$ cat config.mk
export PLATFORM = sky130hd
export DESIGN_NAME = keypad_scan_debounce
export DESIGN_NICKNAME = d
export VERILOG_FILES = /design/src/rtl/keypad_scan_debounce.sv
export SDC_FILE = /design/constraint.sdc
export NUM_CORES = 1
export LEC_CHECK = 0
export ABC_AREA = 1
export CORE_ASPECT_RATIO = 1.75
export CORE_UTILIZATION = 55
export DETAILED_ROUTE_END_ITERATION = 10
export MAX_ROUTING_LAYER = met4
export PLACE_DENSITY = 0.84
export SLEW_MARGIN = 20
export SYNTH_ARGS = -nofsm -noshare
export SYNTH_HDL_FRONTEND = slang
export SYNTH_SLANG_ARGS = --single-unit
export TNS_END_PERCENT = 100
$ cat constraint.sdc
create_clock -name i_clk -period 3 [get_ports i_clk]
set_input_delay 0.75 -clock i_clk [delete_from_list [all_inputs] [get_ports i_clk]]
set_output_delay 0.75 -clock i_clk [all_outputs]
set_load 0.05 [all_outputs]
$ cat src/rtl/keypad_scan_debounce.sv
// 4x4 matrix keypad scanner with press/release debounce and a ready/ack handoff.
// Optional build macro KEYPAD_REPEAT_EN adds auto-repeat while a key stays held.
module keypad_scan_debounce #(
   parameter logic [15:0] SCAN_DIV        = 16'd50000,
   parameter logic [19:0] DEBOUNCE_CYCLES = 20'd500000,
   parameter logic [25:0] REPEAT_CYCLES   = 26'd25000000
) (
   input  logic       i_clk,
   input  logic       i_rst_n,
   output logic [3:0] o_rowwrite,
   input  logic [3:0] i_colread,
   output logic [3:0] o_keyout,
   output logic       o_ready,
   input  logic       i_ack
);

   typedef enum logic [1:0] {
      S_SCAN,
      S_DEBOUNCE,
      S_HANDSHAKE,
      S_RELEASE
   } state_t;

   state_t      r_state;
   state_t      w_state_nxt;
   logic [3:0]  r_col_s1;
   logic [3:0]  r_col_s2;
   logic [1:0]  r_row;
   logic [1:0]  w_row_nxt;
   logic [15:0] r_slot;
   logic [15:0] w_slot_nxt;
   logic [19:0] r_cnt;
   logic [19:0] w_cnt_nxt;
   logic [3:0]  r_samp;
   logic [3:0]  w_samp_nxt;
   logic [3:0]  r_keyout;
   logic [3:0]  w_keyout_nxt;
   logic [3:0]  r_rowwrite;
   logic        r_ready;
   logic        w_slot_end;
   logic        w_cnt_done;
   logic        w_col_hit;

`ifdef KEYPAD_REPEAT_EN
   logic [25:0] r_rep;
   logic [25:0] w_rep_nxt;
   logic        w_rep_done;

   assign w_rep_done = (r_rep >= REPEAT_CYCLES - 26'd1);
`else
   logic        w_unused_repeat;

   assign w_unused_repeat = ^REPEAT_CYCLES;
`endif

   function automatic logic f_one_cold(input logic [3:0] col);
      case (col)
         4'b1110, 4'b1101, 4'b1011, 4'b0111: return 1'b1;
         default:                            return 1'b0;
      endcase
   endfunction

   function automatic logic [3:0] f_decode(input logic [1:0] row, input logic [3:0] col);
      case ({row, col})
         6'b00_1110: return 4'h1;
         6'b00_1101: return 4'h2;
         6'b00_1011: return 4'h3;
         6'b00_0111: return 4'hA;
         6'b01_1110: return 4'h4;
         6'b01_1101: return 4'h5;
         6'b01_1011: return 4'h6;
         6'b01_0111: return 4'hB;
         6'b10_1110: return 4'h7;
         6'b10_1101: return 4'h8;
         6'b10_1011: return 4'h9;
         6'b10_0111: return 4'hC;
         6'b11_1110: return 4'hE;
         6'b11_1101: return 4'h0;
         6'b11_1011: return 4'hF;
         6'b11_0111: return 4'hD;
         default:    return 4'h0;
      endcase
   endfunction

   assign w_slot_end = (r_slot >= SCAN_DIV - 16'd1);
   assign w_cnt_done = (r_cnt >= DEBOUNCE_CYCLES - 20'd1);
   assign w_col_hit  = (r_col_s2 == r_samp);

   // Columns come from a bouncing mechanical switch: two-flop synchronizer first.
   always_ff @(posedge i_clk or negedge i_rst_n) begin
      if (!i_rst_n) begin
         r_col_s1 <= 4'hF;
         r_col_s2 <= 4'hF;
      end else begin
         r_col_s1 <= i_colread;
         r_col_s2 <= r_col_s1;
      end
   end

   always_ff @(posedge i_clk or negedge i_rst_n) begin
      if (!i_rst_n) begin
         r_state    <= S_SCAN;
         r_row      <= 2'd0;
         r_slot     <= 16'd0;
         r_cnt      <= 20'd0;
         r_samp     <= 4'hF;
         r_keyout   <= 4'h0;
         r_rowwrite <= 4'b1110;
         r_ready    <= 1'b0;
`ifdef KEYPAD_REPEAT_EN
         r_rep      <= 26'd0;
`endif
      end else begin
         r_state    <= w_state_nxt;
         r_row      <= w_row_nxt;
         r_slot     <= w_slot_nxt;
         r_cnt      <= w_cnt_nxt;
         r_samp     <= w_samp_nxt;
         r_keyout   <= w_keyout_nxt;
         r_rowwrite <= ~(4'b0001 << w_row_nxt);
         r_ready    <= (w_state_nxt == S_HANDSHAKE);
`ifdef KEYPAD_REPEAT_EN
         r_rep      <= w_rep_nxt;
`endif
      end
   end

   always_comb begin
      w_state_nxt  = r_state;
      w_row_nxt    = r_row;
      w_slot_nxt   = r_slot;
      w_cnt_nxt    = r_cnt;
      w_samp_nxt   = r_samp;
      w_keyout_nxt = r_keyout;
`ifdef KEYPAD_REPEAT_EN
      w_rep_nxt    = r_rep;
`endif
      case (r_state)
         S_SCAN: begin
            if (w_slot_end) begin
               w_slot_nxt = 16'd0;
               if (f_one_cold(r_col_s2)) begin
                  w_state_nxt = S_DEBOUNCE;
                  w_samp_nxt  = r_col_s2;
                  w_cnt_nxt   = 20'd0;
               end else begin
                  w_row_nxt = r_row + 2'd1;
               end
            end else if (r_slot != 16'hFFFF) begin
               w_slot_nxt = r_slot + 16'd1;
            end
         end
         S_DEBOUNCE: begin
            if (!w_col_hit) begin
               w_state_nxt = S_SCAN;
               w_row_nxt   = r_row + 2'd1;
               w_slot_nxt  = 16'd0;
               w_cnt_nxt   = 20'd0;
            end else if (w_cnt_done) begin
               w_state_nxt  = S_HANDSHAKE;
               w_keyout_nxt = f_decode(r_row, r_samp);
               w_cnt_nxt    = 20'd0;
            end else if (r_cnt != 20'hFFFFF) begin
               w_cnt_nxt = r_cnt + 20'd1;
            end
         end
         S_HANDSHAKE: begin
            if (i_ack) begin
               w_state_nxt = S_RELEASE;
               w_cnt_nxt   = 20'd0;
`ifdef KEYPAD_REPEAT_EN
               w_rep_nxt   = 26'd0;
`endif
            end
         end
         S_RELEASE: begin
            // Row stays frozen here; only an all-high column code counts toward release.
            if (r_col_s2 == 4'hF) begin
`ifdef KEYPAD_REPEAT_EN
               w_rep_nxt = 26'd0;
`endif
               if (w_cnt_done) begin
                  w_state_nxt = S_SCAN;
                  w_row_nxt   = 2'd0;
                  w_slot_nxt  = 16'd0;
                  w_cnt_nxt   = 20'd0;
               end else if (r_cnt != 20'hFFFFF) begin
                  w_cnt_nxt = r_cnt + 20'd1;
               end
            end else begin
               w_cnt_nxt = 20'd0;
`ifdef KEYPAD_REPEAT_EN
               if (!w_col_hit) begin
                  w_rep_nxt = 26'd0;
               end else if (w_rep_done) begin
                  w_state_nxt = S_HANDSHAKE;
                  w_rep_nxt   = 26'd0;
               end else if (r_rep != 26'h3FFFFFF) begin
                  w_rep_nxt = r_rep + 26'd1;
               end
`endif
            end
         end
         default: begin
            w_state_nxt = S_SCAN;
         end
      endcase
   end

   assign o_rowwrite = r_rowwrite;
   assign o_keyout   = r_keyout;
   assign o_ready    = r_ready;

endmodule

==> out/metrics.cfg <==
[pwr]
power_density_nw_per_um2 = 536
ir_drop_v = 0.000453
p_leak_nw = 2.07

[cts]
ctsResizeCount = 0
postCtsSetupBuffers = 0
cts_tree = built
h-tree-depth = 3
numCtsBuffers = 9
clk_pin_slew_worst_paths_ps = 60
root_buffer = clkbuf_16
cts_buffer_depth = 2
cts_sinks = 61
clkLatencyLatePin_ps = 330
ctsHoldBuffers = 0

[finish]
final_layout_size_suffix_gt1_frac = 0.127
fillers = 599
nNetsFinal = 527
area_growth_pct = 12.8
antenna_cells = 0

[routing]
remaining_drc_errors = 0
wl_um = 8850
vias = 3459
ant_nets = 0
viasPerCell = 5.75
wire_per_inst_um = 14.7
drtPass1Iterations = 5
drt_iter0_drc = 174

[sta]
worst_slack_ps = 604
drv_slew = 0
rsz0062_at_grt = no
finalSetupViolCount = 0
tns_ps = 0
period_share = 0.799
worstMarginPinSlew_ps = 694
hold_viol = 0
relSlewSlack = 0.537
fmax_mhz = 417
fin_skew_ps = 6.78
fin_crit_ps = 2400

[synthesis]
yosys_register_bits = 61
synthTopCellsByArea = dfrtp_1 (31%), nand2_1 (12%), dfstp_2 (11%)
async_flop_share = 1.00
syn_area_um2 = 3750
yosysTopAreaCell = dfrtp_1
synthMostInstantiatedCell = nand2_1
yosys_warnings = 0
synth_top_cell_area_share = 0.307
synth_edf_count = 0
syn_avg_cell_area_um2 = 7.55
syn_inst = 497
synth_cell_types = 38
syn-num-nets = 509
synthFlopType = dfrtp_1
synth_commonest_cells = nand2_1 (119), inv_1 (57), nor2_1 (48)
synth_seq_area_share = 0.412

[floorplanning]
boundaryPins = 16
rows = 39
core_area_um2 = 6540
dieWidth_um = 64.4
die-area_um2 = 7170
start_util = 0.574
die_h_um = 111

[global_route]
grt_pass1_wl_um = 14800
grt_pass1_vias = 3415
grt_max_degree = 33
antenna_found_initial = 0
grt_use_total = 0.279
grt_overflow_total = 0

[setup_path]
path_class = reg2out
cp_data_required_time_ps = 2250
endpoint_kind = primary output
arrival_ps = 1650
path_cells = clkdlybuf4s50_1
start_kind = flip-flop
worstPathMaxFanout = 1
critPathSlowestCell = clkdlybuf4s50_1
cp_top_family = buffers and inverters
worst-path-buf-inv = 1
slowest_delay_ps = 800

[worst_hold_path]
min_path_type = reg2reg

[placed_design]
portBuffers = 15
gp_congestion = 0.946
dp_hpwl_um = 6570
detailedPlace.worstSlack_ps = 742

[status]
status = finished clean

[job]
maxCapViolCount = 0

## per-layer routing
layer	vias to the layer above	global-route usage	share of wire
met3	30	0.0638	0.042
met1	1654	0.274	0.37
met2	109	0.493	0.55
met5	-	-	0
li1	1666	-	-
met4	0	0.153	0.039
## logic make-up (layout without fill, tap and decap cells)
kind of cell / Yosys count / in the layout / share of synthesized area
AND/OR/NAND/NOR: 270 / 270 / 0.335
flip-flops: 61 / 61 / 0.412
adder cells (fa/ha/maj): 5 / 5 / 0.0167
buffers and inverters: 74 / 97 / 0.0830
multiplexers: 1 / 1 / 0.00267
XOR/XNOR: 21 / 21 / 0.0490
AO/OA/AOI/OAI: 65 / 65 / 0.102
## area by class of cell
class	count	area, um2	area share
Clock buffer	9	225	0.0532
Clock inverter	7	50.0	0.0118
Inverter	64	240	0.0568
Multi-Input combinational cell	362	1900	0.448
Sequential cell	61	1550	0.365
Tap cell	82	103	0.0242
Timing Repair Buffer	17	173	0.0408
## sequential cells by signal (all words and copies together) (netlist names)
| name | count |
|---|---|
| r_col_s1 | 4 |
| r_col_s2 | 4 |
| r_slot | 16 |
| o_ready | 1 |
| r_row | 2 |
| r_cnt | 20 |
| o_rowwrite | 4 |
| r_samp | 4 |
| o_keyout | 4 |
| r_state | 2 |
## worst paths after layout
check	depth (start not counted)	slack (ps)	to	start
max	1	600	o_rowwrite[1]	o_rowwrite[1]$_DFF_PN1_
max in group asynchronous	2	1920	r_cnt[9]$_DFFE_PN0P_	i_rst_n
min in group asynchronous	1	470	o_keyout[3]$_DFFE_PN0P_	i_rst_n
min	0	350	r_col_s2[2]$_DFF_PN1_	r_col_s1[2]$_DFF_PN1_
max reg2reg	15	700	r_cnt[16]$_DFFE_PN0P_	r_slot[0]$_DFFE_PN0P_
min reg2reg	0	350	r_col_s2[2]$_DFF_PN1_	r_col_s1[2]$_DFF_PN1_
## power by group
part	switching (W)	internal, W	leakage [nW]
clock network	0.000387	0.000559	0.128
registers	0.0000834	0.000893	0.766
logic	0.000224	0.000124	1.17
## through the flow
step / hold WS, ps / util / std cells / instance area [um2] / total power, W
5_1_grt: 360 / 0.647 / 602 / 4230 / 0.00238
6_report: 354 / 0.647 / 602 / 4230 / 0.00227
3_5_place_dp: 347 / 0.605 / 586 / 3960 / 0.00133
2_1_floorplan: 345 / - / 497 / 3750 / 0.00122
4_1_cts: 355 / 0.647 / 602 / 4230 / 0.00229
3_3_place_gp: 346 / 0.605 / 586 / 3960 / 0.00132
## cell usage in the layout (no fill, tap or decap), types with 9 or more instances in the layout
master           count
nand2_1            119
inv_1               57
nor2_1              48
dfrtp_1             46
nand3_1             40
o21ai_0             35
xor2_1              18
nor3_1              16
nand4_1             16
dfstp_2             15
clkdlybuf4s50_1     14
a21oi_1              9
nor4_1               9
clkbuf_16            9
(Power assumes the default switching activity.)
